==> src/rtl/cb2tb_xfer_ctrl_if.sv <==
// Signal bundle between the EKF scheduler / BRAMs / TB input mapper and cb2tb_xfer_ctrl.
// slave: the view of the transfer controller itself; master: the view of its environment.
interface cb2tb_xfer_ctrl_if #(
  parameter int unsigned CB_AW          = 10,
  parameter int unsigned TB_AW          = 10,
  parameter int unsigned LEN_DW         = 10,
  parameter int unsigned SEQ_CNT_DW     = 10,
  parameter int unsigned TB_DINA_SEL_DW = 5
);
  // Scheduler request side
  logic                      start;
  logic [1:0]                dir;
  logic                      l_k_0;
  logic [CB_AW-1:0]          cb_base;
  logic [TB_AW-1:0]          tb_base;
  logic [LEN_DW-1:0]         len;
  logic                      stall;
  logic                      busy;
  logic                      done;
  // CB port A read side
  logic                      CB_ena;
  logic [CB_AW-1:0]          CB_addra;
  // TB input mapper controls
  logic [TB_DINA_SEL_DW-1:0] TB_dina_sel;
  logic                      l_k_0_out;
  logic [SEQ_CNT_DW-1:0]     seq_cnt_out;
  // TB port A write side
  logic                      TB_ena;
  logic                      TB_wea;
  logic [TB_AW-1:0]          TB_addra;

  modport slave (
    input  start, dir, l_k_0, cb_base, tb_base, len, stall,
    output busy, done, CB_ena, CB_addra, TB_dina_sel, l_k_0_out, seq_cnt_out,
           TB_ena, TB_wea, TB_addra
  );

  modport master (
    output start, dir, l_k_0, cb_base, tb_base, len, stall,
    input  busy, done, CB_ena, CB_addra, TB_dina_sel, l_k_0_out, seq_cnt_out,
           TB_ena, TB_wea, TB_addra
  );
endinterface

==> src/rtl/cb2tb_xfer_ctrl.sv <==
// CB -> TB block transfer sequencer.
// Issues CB port A reads, drives the TB input mapper controls when the read data arrives,
// and writes TB port A one cycle later to match the mapper's output register.
// Optional macro TB_ADDR_WRAP_EN: TB addresses at or above TB_DEPTH fold back by TB_DEPTH,
// giving a circular TB region. Without it, TB addressing is plain modulo 2^TB_AW.
module cb2tb_xfer_ctrl #(
  parameter int unsigned CB_AW          = 10,
  parameter int unsigned TB_AW          = 10,
  parameter int unsigned LEN_DW         = 10,
  parameter int unsigned SEQ_CNT_DW     = 10,
  parameter int unsigned TB_DINA_SEL_DW = 5,
  parameter int unsigned CB_RD_LAT      = 1,
  parameter int unsigned TB_DEPTH       = 1024
) (
  input logic              clk,
  input logic              sys_rst_n,
  cb2tb_xfer_ctrl_if.slave bus
);

  if (LEN_DW > SEQ_CNT_DW || CB_RD_LAT < 1 || TB_DEPTH < 1 || TB_DINA_SEL_DW < 5) begin : g_cfg_err
    $error("cb2tb_xfer_ctrl: illegal parameter combination");
  end

  typedef enum logic [1:0] {StIdle, StIssue, StDrain, StDone} state_e;

  state_e              state_q, state_d;
  logic [1:0]          dir_q, dir_d;
  logic                lk_q, lk_d;
  logic [CB_AW-1:0]    cb_base_q, cb_base_d;
  logic [TB_AW-1:0]    tb_base_q, tb_base_d;
  logic [LEN_DW-1:0]   len_q, len_d;
  logic [LEN_DW-1:0]   k_q, k_d;
  logic                issue;

  // Tag pipeline: element i is stage i+1; stage CB_RD_LAT feeds the mapper,
  // stage CB_RD_LAT+1 feeds the TB write port.
  logic [CB_RD_LAT:0]    vld_q, vld_d;
  logic [SEQ_CNT_DW-1:0] idx_q [CB_RD_LAT+1];
  logic [SEQ_CNT_DW-1:0] idx_d [CB_RD_LAT+1];

  logic             map_vld;
  logic             tb_vld;
  logic             rd_inflight;
  logic [TB_AW-1:0] tb_addr;

  assign map_vld     = vld_q[CB_RD_LAT-1];
  assign tb_vld      = vld_q[CB_RD_LAT];
  // Reads still travelling towards the mapper; the TB stage itself is excluded so DONE
  // lands on the cycle right after the final write.
  assign rd_inflight = |vld_q[CB_RD_LAT-1:0];

  // FSM next-state, parameter latching and read issue
  always_comb begin
    state_d   = state_q;
    dir_d     = dir_q;
    lk_d      = lk_q;
    cb_base_d = cb_base_q;
    tb_base_d = tb_base_q;
    len_d     = len_q;
    k_d       = k_q;
    issue     = 1'b0;
    unique case (state_q)
      StIdle: begin
        if (bus.start) begin
          dir_d     = bus.dir;
          lk_d      = bus.l_k_0;
          cb_base_d = bus.cb_base;
          tb_base_d = bus.tb_base;
          len_d     = bus.len;
          k_d       = '0;
          state_d   = (bus.len == '0) ? StDone : StIssue;
        end
      end
      StIssue: begin
        if (!bus.stall) begin
          issue = 1'b1;
          k_d   = k_q + LEN_DW'(1);
          if (k_q == len_q - LEN_DW'(1)) begin
            state_d = StDrain;
          end
        end
      end
      StDrain: begin
        if (!rd_inflight) begin
          state_d = StDone;
        end
      end
      StDone: begin
        state_d = StIdle;
      end
      default: state_d = StIdle;
    endcase
  end

  // Tag pipeline shift; a new tag carries the 1-based row index
  always_comb begin
    vld_d    = {vld_q[CB_RD_LAT-1:0], issue};
    idx_d[0] = issue ? (SEQ_CNT_DW'(k_q) + SEQ_CNT_DW'(1)) : '0;
    for (int unsigned i = 1; i <= CB_RD_LAT; i++) begin
      idx_d[i] = idx_q[i-1];
    end
  end

  // State, latched parameters and pipeline registers
  always_ff @(posedge clk or negedge sys_rst_n) begin
    if (!sys_rst_n) begin
      state_q   <= StIdle;
      dir_q     <= '0;
      lk_q      <= 1'b0;
      cb_base_q <= '0;
      tb_base_q <= '0;
      len_q     <= '0;
      k_q       <= '0;
      vld_q     <= '0;
      for (int unsigned i = 0; i <= CB_RD_LAT; i++) begin
        idx_q[i] <= '0;
      end
    end else begin
      state_q   <= state_d;
      dir_q     <= dir_d;
      lk_q      <= lk_d;
      cb_base_q <= cb_base_d;
      tb_base_q <= tb_base_d;
      len_q     <= len_d;
      k_q       <= k_d;
      vld_q     <= vld_d;
      for (int unsigned i = 0; i <= CB_RD_LAT; i++) begin
        idx_q[i] <= idx_d[i];
      end
    end
  end

`ifdef TB_ADDR_WRAP_EN
  localparam int unsigned SumW = ((TB_AW > SEQ_CNT_DW) ? TB_AW : SEQ_CNT_DW) + 1;
  logic [SumW-1:0] tb_sum;

  // Circular TB region: a single fold by TB_DEPTH
  always_comb begin
    tb_sum = SumW'(tb_base_q) + SumW'(idx_q[CB_RD_LAT]) - SumW'(1);
    if (tb_sum >= SumW'(TB_DEPTH)) begin
      tb_sum = tb_sum - SumW'(TB_DEPTH);
    end
  end
  assign tb_addr = TB_AW'(tb_sum);
`else
  assign tb_addr = tb_base_q + TB_AW'(idx_q[CB_RD_LAT]) - TB_AW'(1);
`endif

  assign bus.CB_ena      = issue;
  assign bus.CB_addra    = issue ? (cb_base_q + CB_AW'(k_q)) : '0;
  assign bus.TB_dina_sel = map_vld ? TB_DINA_SEL_DW'({3'b100, dir_q}) : '0;
  assign bus.seq_cnt_out = map_vld ? idx_q[CB_RD_LAT-1] : '0;
  assign bus.l_k_0_out   = lk_q;
  assign bus.TB_ena      = tb_vld;
  assign bus.TB_wea      = tb_vld;
  assign bus.TB_addra    = tb_vld ? tb_addr : '0;
  assign bus.busy        = (state_q == StIssue) || (state_q == StDrain);
  assign bus.done        = (state_q == StDone);

endmodule

==> src/flat_wrapper.sv <==
// flat-port wrapper written by rule: the top's interface ports become plain ports
module cb2tb_xfer_ctrl_flat 
#(
  parameter int unsigned CB_AW          = 10,
  parameter int unsigned TB_AW          = 10,
  parameter int unsigned LEN_DW         = 10,
  parameter int unsigned SEQ_CNT_DW     = 10,
  parameter int unsigned TB_DINA_SEL_DW = 5,
  parameter int unsigned CB_RD_LAT      = 1,
  parameter int unsigned TB_DEPTH       = 1024
)
  (clk, sys_rst_n, bus_start, bus_dir, bus_l_k_0, bus_cb_base, bus_tb_base, bus_len, bus_stall, bus_busy, bus_done, bus_CB_ena, bus_CB_addra, bus_TB_dina_sel, bus_l_k_0_out, bus_seq_cnt_out, bus_TB_ena, bus_TB_wea, bus_TB_addra);
  cb2tb_xfer_ctrl_if #(.CB_AW(CB_AW), .TB_AW(TB_AW), .LEN_DW(LEN_DW), .SEQ_CNT_DW(SEQ_CNT_DW), .TB_DINA_SEL_DW(TB_DINA_SEL_DW)) bus_i ();
  input logic clk;
  input logic sys_rst_n;
  input wire logic [$bits(bus_i.start)-1:0] bus_start;
  input wire logic [$bits(bus_i.dir)-1:0] bus_dir;
  input wire logic [$bits(bus_i.l_k_0)-1:0] bus_l_k_0;
  input wire logic [$bits(bus_i.cb_base)-1:0] bus_cb_base;
  input wire logic [$bits(bus_i.tb_base)-1:0] bus_tb_base;
  input wire logic [$bits(bus_i.len)-1:0] bus_len;
  input wire logic [$bits(bus_i.stall)-1:0] bus_stall;
  output wire logic [$bits(bus_i.busy)-1:0] bus_busy;
  output wire logic [$bits(bus_i.done)-1:0] bus_done;
  output wire logic [$bits(bus_i.CB_ena)-1:0] bus_CB_ena;
  output wire logic [$bits(bus_i.CB_addra)-1:0] bus_CB_addra;
  output wire logic [$bits(bus_i.TB_dina_sel)-1:0] bus_TB_dina_sel;
  output wire logic [$bits(bus_i.l_k_0_out)-1:0] bus_l_k_0_out;
  output wire logic [$bits(bus_i.seq_cnt_out)-1:0] bus_seq_cnt_out;
  output wire logic [$bits(bus_i.TB_ena)-1:0] bus_TB_ena;
  output wire logic [$bits(bus_i.TB_wea)-1:0] bus_TB_wea;
  output wire logic [$bits(bus_i.TB_addra)-1:0] bus_TB_addra;
  assign bus_i.start = bus_start;
  assign bus_i.dir = bus_dir;
  assign bus_i.l_k_0 = bus_l_k_0;
  assign bus_i.cb_base = bus_cb_base;
  assign bus_i.tb_base = bus_tb_base;
  assign bus_i.len = bus_len;
  assign bus_i.stall = bus_stall;
  assign bus_busy = bus_i.busy;
  assign bus_done = bus_i.done;
  assign bus_CB_ena = bus_i.CB_ena;
  assign bus_CB_addra = bus_i.CB_addra;
  assign bus_TB_dina_sel = bus_i.TB_dina_sel;
  assign bus_l_k_0_out = bus_i.l_k_0_out;
  assign bus_seq_cnt_out = bus_i.seq_cnt_out;
  assign bus_TB_ena = bus_i.TB_ena;
  assign bus_TB_wea = bus_i.TB_wea;
  assign bus_TB_addra = bus_i.TB_addra;
  cb2tb_xfer_ctrl #(.CB_AW(CB_AW), .TB_AW(TB_AW), .LEN_DW(LEN_DW), .SEQ_CNT_DW(SEQ_CNT_DW), .TB_DINA_SEL_DW(TB_DINA_SEL_DW), .CB_RD_LAT(CB_RD_LAT), .TB_DEPTH(TB_DEPTH)) u_core (.clk(clk), .sys_rst_n(sys_rst_n), .bus(bus_i));
endmodule
==> config.mk <==
export PLATFORM = sky130hd
export DESIGN_NAME = cb2tb_xfer_ctrl_flat
export DESIGN_NICKNAME = d
export VERILOG_FILES = /design/src/rtl/cb2tb_xfer_ctrl_if.sv /design/src/rtl/cb2tb_xfer_ctrl.sv /design/src/flat_wrapper.sv
export SDC_FILE = /design/constraint.sdc
export NUM_CORES = 1
export LEC_CHECK = 0
export BUFFER_PORTS_ARGS = -buffer_cell sky130_fd_sc_hd__buf_2
export CELL_PAD_IN_SITES_DETAIL_PLACEMENT = 0
export CELL_PAD_IN_SITES_GLOBAL_PLACEMENT = 1
export CORE_MARGIN = 2
export CORE_UTILIZATION = 46
export CTS_CLUSTER_DIAMETER = 100
export CTS_CLUSTER_SIZE = 16
export DETAILED_ROUTE_END_ITERATION = 8
export PLACE_DENSITY_LB_ADDON = 0.1
export REMOVE_ABC_BUFFERS = 1
export SLEW_MARGIN = 20
export SYNTH_ARGS = -nofsm -noshare
export SYNTH_HDL_FRONTEND = slang
export SYNTH_SLANG_ARGS = --single-unit
==> constraint.sdc <==
create_clock -name clk -period 4.75 [get_ports clk]
set_input_delay 0.2375 -clock clk [delete_from_list [all_inputs] [get_ports clk]]
set_output_delay 0.2375 -clock clk [all_outputs]
set_load 0.1 [all_outputs]
== Word-level counts from Yosys, hierarchy flattened ==
Cells that the tools add are included.
W data, S select, Z words.
Cells by class
  add/subtract/negate cells: 5
  equal/unequal tests: 8
  multiplexer cells: 16
  reductions and logical operators: 7
Operators with widths (number)
  $mux W10: 6
  $add A10 B10 Y10: 2
  $pmux W10 S2: 1
  $sub A10 B1 Y10 const B: 2
  $add A10 B1 Y10 const B: 1
  $eq A10 B10 Y1: 1
  $logic_not A10 Y1: 1
  $mux W2: 5
  $pmux W2 S4: 1
  $ne A2 B2 Y1 const B: 3
  $mux W5: 1
  $eq A2 B2 Y1 const B: 2
  $reduce_and A4 Y1: 1
  $reduce_and A3 Y1: 1
  $eq A2 B1 Y1 const B: 1
  $logic_not A2 Y1: 1
  $mux W1: 2
  $ne A2 B1 Y1 const B: 1
  $reduce_and A2 Y1: 1
  $reduce_bool A2 Y1: 1
  $logic_or A1 B1 Y1: 1
Word-level totals
  bits in registers: 67
  bits of input ports: 37
  output and inout port bits: 41

== Logic depth before layout (Yosys ltp) ==
Gate-level depths: netlist of the first run.
  word-level depth: 5
  mapped depth: 13
  depth with buffers taken out: 13

== Worst setup path before layout of the first run ==
Ideal clock, no wire load.
  path kind: reg-to-output
  start: register u_core.tb_base_q[1]
  end: output port bus_TB_addra[5]
  arrival time: 3776 ps
  slack: 737 ps
  cell stages (with the launch flop): 11
  cells stage by stage: dfrtp_1 > inv_1 > ha_1 > inv_1 > ha_1 > inv_1 > fa_1 > nor2b_1 > o21ai_0 > nor3b_1 > nor3b_1
Between the ends
  cells in the longest elaborated chain, start to end: 3
Ends and longest elaborated chain
  start, declared: line cb2tb_xfer_ctrl.sv:30  | logic [TB_AW-1:0] tb_base_q, tb_base_d;
  start signal, assigned: line cb2tb_xfer_ctrl.sv:123  | tb_base_q <= tb_base_d;
  $add A10 B10 Y10: line cb2tb_xfer_ctrl.sv:146  | assign tb_addr = tb_base_q + TB_AW'(idx_q[CB_RD_LAT]) - TB_AW'(1);
  $sub A10 B1 Y10: line cb2tb_xfer_ctrl.sv:146
  $mux W10: line cb2tb_xfer_ctrl.sv:156  | assign bus.TB_addra = tb_vld ? tb_addr : '0;
  end, declared: line flat_wrapper.sv:32  | output wire logic [$bits(bus_i.TB_addra)-1:0] bus_TB_addra;
No other way between the ends.

== Worst setup path in the final report of the first run ==
  start: register u_core.idx_q[1] (netlist bit)
  end: output port bus_TB_addra[9]
Between the ends
  cells in the longest elaborated chain, start to end: 3
Ends and longest elaborated chain
  start, declared: line cb2tb_xfer_ctrl.sv:38  | logic [SEQ_CNT_DW-1:0] idx_q [CB_RD_LAT+1];
  start signal, assigned by index: line cb2tb_xfer_ctrl.sv:128  | idx_q[i] <= idx_d[i];
  $add A10 B10 Y10: line cb2tb_xfer_ctrl.sv:146
  $sub A10 B1 Y10: line cb2tb_xfer_ctrl.sv:146
  $mux W10: line cb2tb_xfer_ctrl.sv:156
No other way between the ends.

==> results of run 1 <==
==> through the flow <==
| stage | instances | instance area, um2 | hold WS (ns) |
|---|---|---|---|
| final | 589 | 4790 | 0.129 |
| after global routing | 589 | 4790 | 0.118 |
| after CTS | 589 | 4790 | 0.112 |
| after detailed placement | 572 | 4520 | 0.212 |
| after global placement | 572 | 4520 | 0.206 |
| after floorplan | 387 | 3990 | -0.0581 |
==> cells in the mapped netlist, types with 3 or more instances <==
cell and n:
dfrtp_1 67, inv_1 46, mux2_2 33, ha_1 32, xnor2_1 26, o21ai_0 22
and2_1 21, nand2_1 20, nor2_1 20, xor2_1 11, a21oi_1 10, nor2b_1 8
and3_1 7, nor3_1 7, nor3b_1 5, a21o_1 4, clkbuf_1 4, nand2b_1 4
buf_1 3, buf_4 3, nor4_1 3, or2_2 3
==> sequential cells by signal (all words and copies together) (netlist names), 10 cells and up <==
name	cells
u_core.cb_base_q	10
u_core.idx_d	10
u_core.idx_q	10
u_core.k_q	10
u_core.len_q	10
u_core.tb_base_q	10
==> area by class of cell <==
type	instances	area, um2
Sequential cell	67	1680
Clock buffer	10	128
Clock inverter	6	138
Multi-Input combinational cell	274	2140
Fill cell	805	3840
Tap cell	108	135
Timing Repair Buffer	78	400
Inverter	46	173
==> path summary, 6_finish.rpt <==
path / start / end / slack [ns] / cells after the start
hold / removal: bus_cb_base[4] / u_core.cb_base_q[4] / 0.13 / 2
min in group asynchronous: sys_rst_n / u_core.cb_base_q[2] / 0.38 / 2
hold reg to reg: u_core.idx_d[2] / u_core.idx_q[2] / 0.36 / 0
setup reg to reg: u_core.len_q[0] / u_core.state_q[1] / 2.46 / 9
max in group asynchronous: sys_rst_n / u_core.k_q[2] / 3.41 / 3
setup / recovery: u_core.idx_q[1] / bus_TB_addra[9] / 1.39 / 14
==> cell families (layout without fill, tap and decap cells) <==
logic type / Yosys count / after routing / synth area share
AOI/OAI and AO/OA: 56 / 56 / 0.0869
xor gates and xnor gates: 37 / 37 / 0.0796
adders and majority gates: 34 / 34 / 0.108
buffers and inverters: 61 / 140 / 0.0636
DFF: 67 / 67 / 0.412
muxes: 35 / 35 / 0.0962
other: 1 / 2 / 0.000921
and+or+nand+nor: 110 / 110 / 0.153
==> what timing repair did <==
action | in CTS | in global routing
hold buffers | 1 | 0
gates resized for setup | 0 | 0
endpoints found under the hold margin | 19 | 0
==> layer usage <==
| layer | global-route usage | vias to the layer above | wire length [um] |
|---|---|---|---|
| li1 | - | 1490 | - |
| met1 | 0.206 | 1396 | 3480 |
| met2 | 0.297 | 50 | 3950 |
| met3 | 0.0229 | 11 | 230 |
| met4 | 0.0716 | 0 | 121 |
| met5 | 0 | - | 0 |
==> power breakdown <==
group	leakage [nW]	internal [W]	total [W]	switching [W]
clock	0.131	0.000404	0.000621	0.000217
sequential	0.855	0.000753	0.000943	0.000190
combinational	1.40	0.000731	0.00212	0.00139
total	2.39	0.00189	0.00368	0.00180
==> results.toml, run 1 <==
[sta]
final_max_slew_viol_count = 0
clock.fmax_ghz = 0.298
relSlewSlack = 0.514
tightest_slew_ns = 0.729
setup_viol = 0
fin_crit_ns = 3.36
fin_ws_ns = 1.39
fin_tns_setup_ns = 0
hold_violations = 0
rsz0062_at_grt = "false"
fin_crit_sh = 0.707
skew_ns = 0.00871

[setup_path]
cp_cell_sequence = "inv_1, ha_1, inv_1, ha_1, inv_1, fa_1, nor2b_1, o21ai_0, a21boi_0, o21ai_0, a21oi_1, xnor2_1, and2_1, buf_2"
crit_fanout = 2
critPathMaxStageDelay_ns = 0.42
crit_family = "adder cells"
startpoint_type = "flip-flop"
cp.arrival_ns = 3.12
critPathKind = "flip-flop to primary output"
end_kind = "primary output"
cp.required_ns = 4.51
crit_buf_inv = 4
crit_top_cell = "inv_1"
critPathSlowestCell = "buf_2"

[grt]
grt_pass1_wl_mm = 13.3
grt_util_all_layers = 0.168
antenna_found_initial = 0
grt-ovfl-total = 0
grt_pass1_vias = 2968
grt_max_degree = 49

[cts]
clock_path_buffers = 2
cts_tree = "built"
post-cts-setup-buffers = 0
path_clk_slew_ns = 0.08
clock_latency_ns = 0.33
cts.sinks = 67
clockRootBuffer = "clkbuf_8"
numCtsBuffers = 9
cts_max_level = 3

[synthesis]
synth.largest_area_cell = "dfrtp_1"
yosys_warnings = 0
synth_top_area_frac = 0.412
synth-seq-cells = 67
synth_area_leaders = "dfrtp_1 41%, ha_1 9.8%, mux2_2 9.1%"
synth_flop_cell = "dfrtp_1"
netlist_area_um2 = 4070
synthCells = 401
syn_avg_cell_area_um2 = 10.2
ys_seq_area_frac = 0.412
async_flop_share = 1.00
synth-edff-count = 0
synth_cell_type_count = 55

[final_layout]
n_antenna_cell = 0
fin_util = 0.555
drive_gt1_frac = 0.291
syn_to_final_growth_pct = 17.6
layout_common_cells = "75 x buf_2, 67 x dfrtp_1, 46 x inv_1"
layout.cells.most_common = "buf_2"
final_nets = 547

[routing]
drt_pass1_iterations = 6
viasPerCell = 5.00
drt_first_iter_violations = 102
drt-total-wl_mm = 7.79
ant_nets = 0
drt-wirelength-per-cell_um = 13.2
vias = 2947
route.detailed.drc = 0

[run_status]
status = "complete, no violations"

[power]
peakVddDrop_mv = 0.293
p_leak_nw = 2.39
power_density_nw_per_um2 = 769
finalPower_w = 0.00368

[die]
floorplan.initialDensity = 0.472
rows = 34
io_pins = 78
die_h_um = 98.1
core-area_um2 = 8640
dieArea_um2 = 9620
dieWidth_um = 98.1

[place]
portBuffers = 75
hpwl_mm = 5.94
dp_slack_ns = 1.73
place.gp.congestion = 0.787

[flow_run]
maxCapViolCount = 0

[worst_hold_path]
hold_path_class = "input pin to flip-flop"
No activity file was read; power rests on OpenSTA's default activity.
==> run 2: changes to the inputs <==
--- a/config.mk
+++ b/config.mk
@@ -9,7 +9,7 @@
 export CELL_PAD_IN_SITES_DETAIL_PLACEMENT = 0
 export CELL_PAD_IN_SITES_GLOBAL_PLACEMENT = 1
 export CORE_MARGIN = 2
-export CORE_UTILIZATION = 46
+export CORE_UTILIZATION = 43
 export CTS_CLUSTER_DIAMETER = 100
 export CTS_CLUSTER_SIZE = 16
 export DETAILED_ROUTE_END_ITERATION = 8
==> constraint.sdc (replaced) <==
create_clock -name clk -period 3.3 [get_ports clk]
set_input_delay 0.165 -clock clk [delete_from_list [all_inputs] [get_ports clk]]
set_output_delay 0.165 -clock clk [all_outputs]
set_load 0.1 [all_outputs]
==> run 2 against run 1 <==
Combinational power increased by 48%. Sequential share of layout area is 0.073 points lower. Core utilization shrank 3.3 points. Die area up 6.7%. Non-clock buffer count up 2. Wire length is 1.7% higher. Hold slack got worse by 0.12 ns. Setup slack lost 1.1 ns. Via count rose by 1.2%. Final cell count grew 0.85%. Critical path type unchanged.
==> results.toml, run 2 (synthesis gave the netlist of run 1 again) <==
[setup_path]
critPathSlowestCell = "buf_2"
cp.arrival_ns = 2.89
startpoint_type = "flip-flop"
crit_fanout = 2
cp.required_ns = 3.13
critPathKind = "flip-flop to primary output"
cp_cell_sequence = "inv_1, ha_1, inv_1, ha_1, a21o_1, a21oi_1, nand2b_1, a21boi_0, o211ai_1, xnor2_1, and2_1, buf_2"
crit_buf_inv = 3
end_kind = "primary output"
critPathMaxStageDelay_ns = 0.41
crit_family = "compound AO/OA/AOI/OAI gates"

[die]
dieWidth_um = 101
core-area_um2 = 9200
die_h_um = 101
dieArea_um2 = 10300
rows = 35
io_pins = 78
floorplan.initialDensity = 0.443

[cts]
clock_latency_ns = 0.34
clockRootBuffer = "clkbuf_8"
cts_tree = "built"
cts_max_level = 3
post-cts-setup-buffers = 0
clock_path_buffers = 2
numCtsBuffers = 9
path_clk_slew_ns = 0.07
cts.sinks = 67
cts_hold_buf = 0

[routing]
ant_nets = 0
vias = 2982
drt-total-wl_mm = 7.91
viasPerCell = 5.02
drt-wirelength-per-cell_um = 13.3
drt_pass1_iterations = 4
drt_first_iter_violations = 57
route.detailed.drc = 0

[final_layout]
n_antenna_cell = 0
layout.cells.most_common = "buf_2"
drive_gt1_frac = 0.298
final_cell_area_um2 = 4800
syn_to_final_growth_pct = 17.9
layout_common_cells = "73 x buf_2, 67 x dfrtp_1, 46 x inv_1"
final_nets = 549
fin_util = 0.522
fillers = 899

[power]
power_density_nw_per_um2 = 1090
p_leak_nw = 2.40
p_int_w = 0.00264
swShare = 0.496
p_seq_frac = 0.255
comb_power_share = 0.599
finalPower_w = 0.00525
p_switching_w = 0.00260
peakVddDrop_mv = 0.482
pwr-share-clk = 0.146

[sta]
fin_tns_setup_ns = 0
clock.fmax_ghz = 0.327
skew_ns = 0.00839
setup_viol = 0
fin_ws_ns = 0.246
fin_crit_sh = 0.925
relSlewSlack = 0.434
tightest_slew_ns = 0.849
final_max_slew_viol_count = 0
fin_crit_ns = 3.05
hold_violations = 0

[grt]
antenna_found_initial = 0
grt_max_degree = 68
grt_util_all_layers = 0.166
grt_pass1_vias = 2853
grt-ovfl-total = 0
grt_pass1_wl_mm = 13.4

[place]
hpwl_mm = 6.09
place.gp.congestion = 0.762
dp_slack_ns = 0.331
portBuffers = 75
dpl_cell_area_um2 = 4550

[run_status]
status = "complete, no violations"

[worst_hold_path]
hold_path_class = "input pin to async pin"

[flow_run]
maxCapViolCount = 0
run 2: cell types whose count changed in the layout (fill, tap and decap cells not counted), sizes merged:
cell         delta
dlygate4sd3     -1
bufinv          -2
inv             +1
buf             +3
clkinv          +1
run 2: final timing paths:
check	start	to	slack (ns)	depth (start not counted)
max in group asynchronous	sys_rst_n	u_core.idx_d[9]	2.73	2
min in group clk	bus_tb_base[1]	u_core.tb_base_q[1]	0.05	2
setup reg to reg	u_core.len_q[0]	u_core.state_q[1]	1.02	9
hold / removal	sys_rst_n	u_core.cb_base_q[5]	0.004	2
setup / recovery	u_core.tb_base_q[2]	bus_TB_addra[8]	0.25	12
hold reg to reg	u_core.idx_d[2]	u_core.idx_q[2]	0.36	0
run 2: layer usage:
metal,wire (um),GRT usage,up-vias,part of all wire
met5,0,0,-,0
met4,124,0.0655,0,0.016
met3,281,0.0242,11,0.036
met2,4020,0.281,53,0.51
met1,3490,0.216,1431,0.44
li1,-,-,1487,-
run 2: what timing repair did:
action / 4_1_cts / 5_1_grt
pin swaps: 0 / 2
gates resized for setup: 2 / 6
endpoints found under the setup margin: 2 / 2
run 2: area by class of cell:
cell class	count	area (um2)	share of cell area
clock buffer	10	138	0.0287
clock inverter	6	87.6	0.0182
inverter	46	173	0.0360
multi-input combinational	274	2140	0.446
sequential	67	1680	0.349
tap	111	139	0.0289
timing repair buffer	80	447	0.0930
run 2: power by group through the flow:
stage	clock (W)	sequential [W]	combinational, W
after CTS	0.000787	0.00134	0.00316
after floorplan	0	0.00142	0.00251
after global routing	0.000826	0.00138	0.00346
final	0.000767	0.00134	0.00314
after detailed placement	0	0.00136	0.00314
after global placement	0	0.00134	0.00310
run 2: per-stage QoR:
stage                     hold slack (ns)  std cells
after floorplan                    -0.131        387
after global placement              0.351        578
after detailed placement            0.353        578
after CTS                          0.0365        594
after global routing               0.0399        594
final                             0.00377        594
==> run 3: changes to the inputs <==
--- a/config.mk
+++ b/config.mk
@@ -13,9 +13,9 @@
 export CTS_CLUSTER_DIAMETER = 100
 export CTS_CLUSTER_SIZE = 16
 export DETAILED_ROUTE_END_ITERATION = 8
-export PLACE_DENSITY_LB_ADDON = 0.1
+export GPL_TIMING_DRIVEN = 0
+export PLACE_DENSITY_LB_ADDON = 0.2
 export REMOVE_ABC_BUFFERS = 1
-export SLEW_MARGIN = 20
 export SYNTH_ARGS = -nofsm -noshare
 export SYNTH_HDL_FRONTEND = slang
 export SYNTH_SLANG_ARGS = --single-unit
==> run 3 against run 2 <==
Non-clock buffer count down 4. Die area did not move. Hold slack better by 0.044 ns. Sequential share of layout area shrank 0.091 points. Maximum frequency shrank 0.25%. Critical endpoint unchanged.
==> results.toml, run 3 (synthesis gave the netlist of run 1 again) <==
[run_status]
status = "complete, no violations"

[routing]
drt-total-wl_mm = 7.87
drt_pass1_iterations = 4
drt-wirelength-per-cell_um = 13.3
route.detailed.drc = 0
ant_nets = 0
drt_first_iter_violations = 75
viasPerCell = 4.94
vias = 2912

[sta]
skew_ns = 0.0109
rsz0062_at_grt = "false"
hold_ws_ns = 0.0480
fin_crit_sh = 0.928
clock.fmax_ghz = 0.327
final_max_slew_viol_count = 0
setup_viol = 0
relSlewSlack = 0.435
fin_crit_ns = 3.06
fin_ws_ns = 0.238
tightest_slew_ns = 0.848
hold_violations = 0

[grt]
grt_pass1_vias = 2838
grt_max_degree = 68
antenna_found_initial = 0
grt-ovfl-total = 0
grt_pass1_wl_mm = 13.2
grt_util_all_layers = 0.165

[worst_hold_path]
hold_path_class = "input pin to flip-flop"
whs_endpoint = "u_core.cb_base_q[5]"
hold_path.startpoint = "bus_cb_base[5]"
whs_path_depth = 2

[die]
die_h_um = 101
io_pins = 78
dieWidth_um = 101
rows = 35
dieArea_um2 = 10300
core-area_um2 = 9200
floorplan.initialDensity = 0.443

[cts]
numCtsBuffers = 9
path_clk_slew_ns = 0.08
clock_path_buffers = 2
cts_max_level = 3
clockRootBuffer = "clkbuf_8"
cts.sinks = 67
clock_latency_ns = 0.34
cts_tree = "built"

[final_layout]
layout_common_cells = "70 x buf_2, 67 x dfrtp_1, 46 x inv_1"
drive_gt1_frac = 0.292
final_cell_area_um2 = 4810
n_antenna_cell = 0
layout.cells.most_common = "buf_2"
final_nets = 545
syn_to_final_growth_pct = 18.2

[setup_path]
crit_fanout = 2
r2r_start = "u_core.len_q[0]"
r2r_slack_ns = 1.00
critPathKind = "flip-flop to primary output"
critPathSlowestCell = "buf_2"
reg2reg_depth = 9
startpoint_type = "flip-flop"
cp.required_ns = 3.13
end_kind = "primary output"
cp.arrival_ns = 2.90
worstReg2RegEnd = "u_core.state_q[1]"
cp_cell_sequence = "inv_1, ha_1, inv_1, ha_1, a21o_1, a21oi_1, nand2b_1, a21boi_0, o211ai_1, xnor2_1, and2_1, buf_2"
critPathMaxStageDelay_ns = 0.42

[place]
place.gp.congestion = 0.779
dpl_cell_area_um2 = 4510
dp_slack_ns = 0.307
portBuffers = 75
hpwl_mm = 5.82

[power]
finalPower_w = 0.00536
power_density_nw_per_um2 = 1110
p_leak_nw = 2.39
peakVddDrop_mv = 0.401

[flow_run]
maxCapViolCount = 0
run 3: report_power, final:
group	switching (W)	internal (W)
clock	0.000324	0.000582
sequential	0.000271	0.00108
combinational	0.00201	0.00109
total	0.00260	0.00276
run 3: area by class of cell:
| type | count | area, um2 |
|---|---|---|
| fillers | 865 | 4380 |
| multi-input cells | 274 | 2150 |
| flip-flops and latches | 67 | 1680 |
| repair buffers | 76 | 414 |
| inverters | 46 | 173 |
| well taps | 111 | 139 |
| clock inverters | 6 | 138 |
| clock buffers | 10 | 128 |
run 3: critical path: cells and delay by family, from the launching register on:
kind	cells	cell delay, ns
AOI/OAI and AO/OA	4	0.72
adders and majority gates	2	0.60
buffers and inverters	3	0.51
DFF	1	0.34
and+or+nand+nor	2	0.27
xor gates and xnor gates	1	0.13
run 3: per-stage QoR:
stage / util / TNS [ns] / instances
3_5_place_dp: 0.490 / 0 / 573
3_3_place_gp: 0.490 / 0 / 573
4_1_cts: 0.521 / 0 / 590
5_1_grt: 0.523 / 0 / 590
2_1_floorplan: - / -2.55 / 387
6_report: 0.523 / 0 / 590
run 3: repair_timing:
item,in CTS,in global routing
hold buffers,1,0
endpoints found under the setup margin,2,4
buffers inserted,0,0
endpoints found under the hold margin,67,0
gates resized for setup,2,9
pin swaps,0,1
run 3: routing by layer:
metal / vias to the layer above / routed length (um) / global-route usage
li1: 1484 / - / -
met1: 1363 / 3490 / 0.210
met2: 56 / 3980 / 0.286
met3: 9 / 285 / 0.0235
met4: 0 / 106 / 0.0593
met5: - / 0 / 0
run 3: how the worst max path moves through the flow:
stage | start | end | slack, ns | cells past startpoint
after detailed placement | u_core.tb_base_q[1] | bus_TB_addra[9] | 0.31 | 14
final | u_core.tb_base_q[2] | bus_TB_addra[8] | 0.24 | 12
after CTS | u_core.tb_base_q[1] | bus_TB_addra[9] | 0.05 | 14
after global placement | u_core.idx_q[1] | bus_TB_addra[9] | 0.34 | 14
after global routing | u_core.tb_base_q[2] | bus_TB_addra[8] | 0.009 | 12
after floorplan | u_core.vld_q[1] | bus_TB_addra[3] | -0.75 | 1
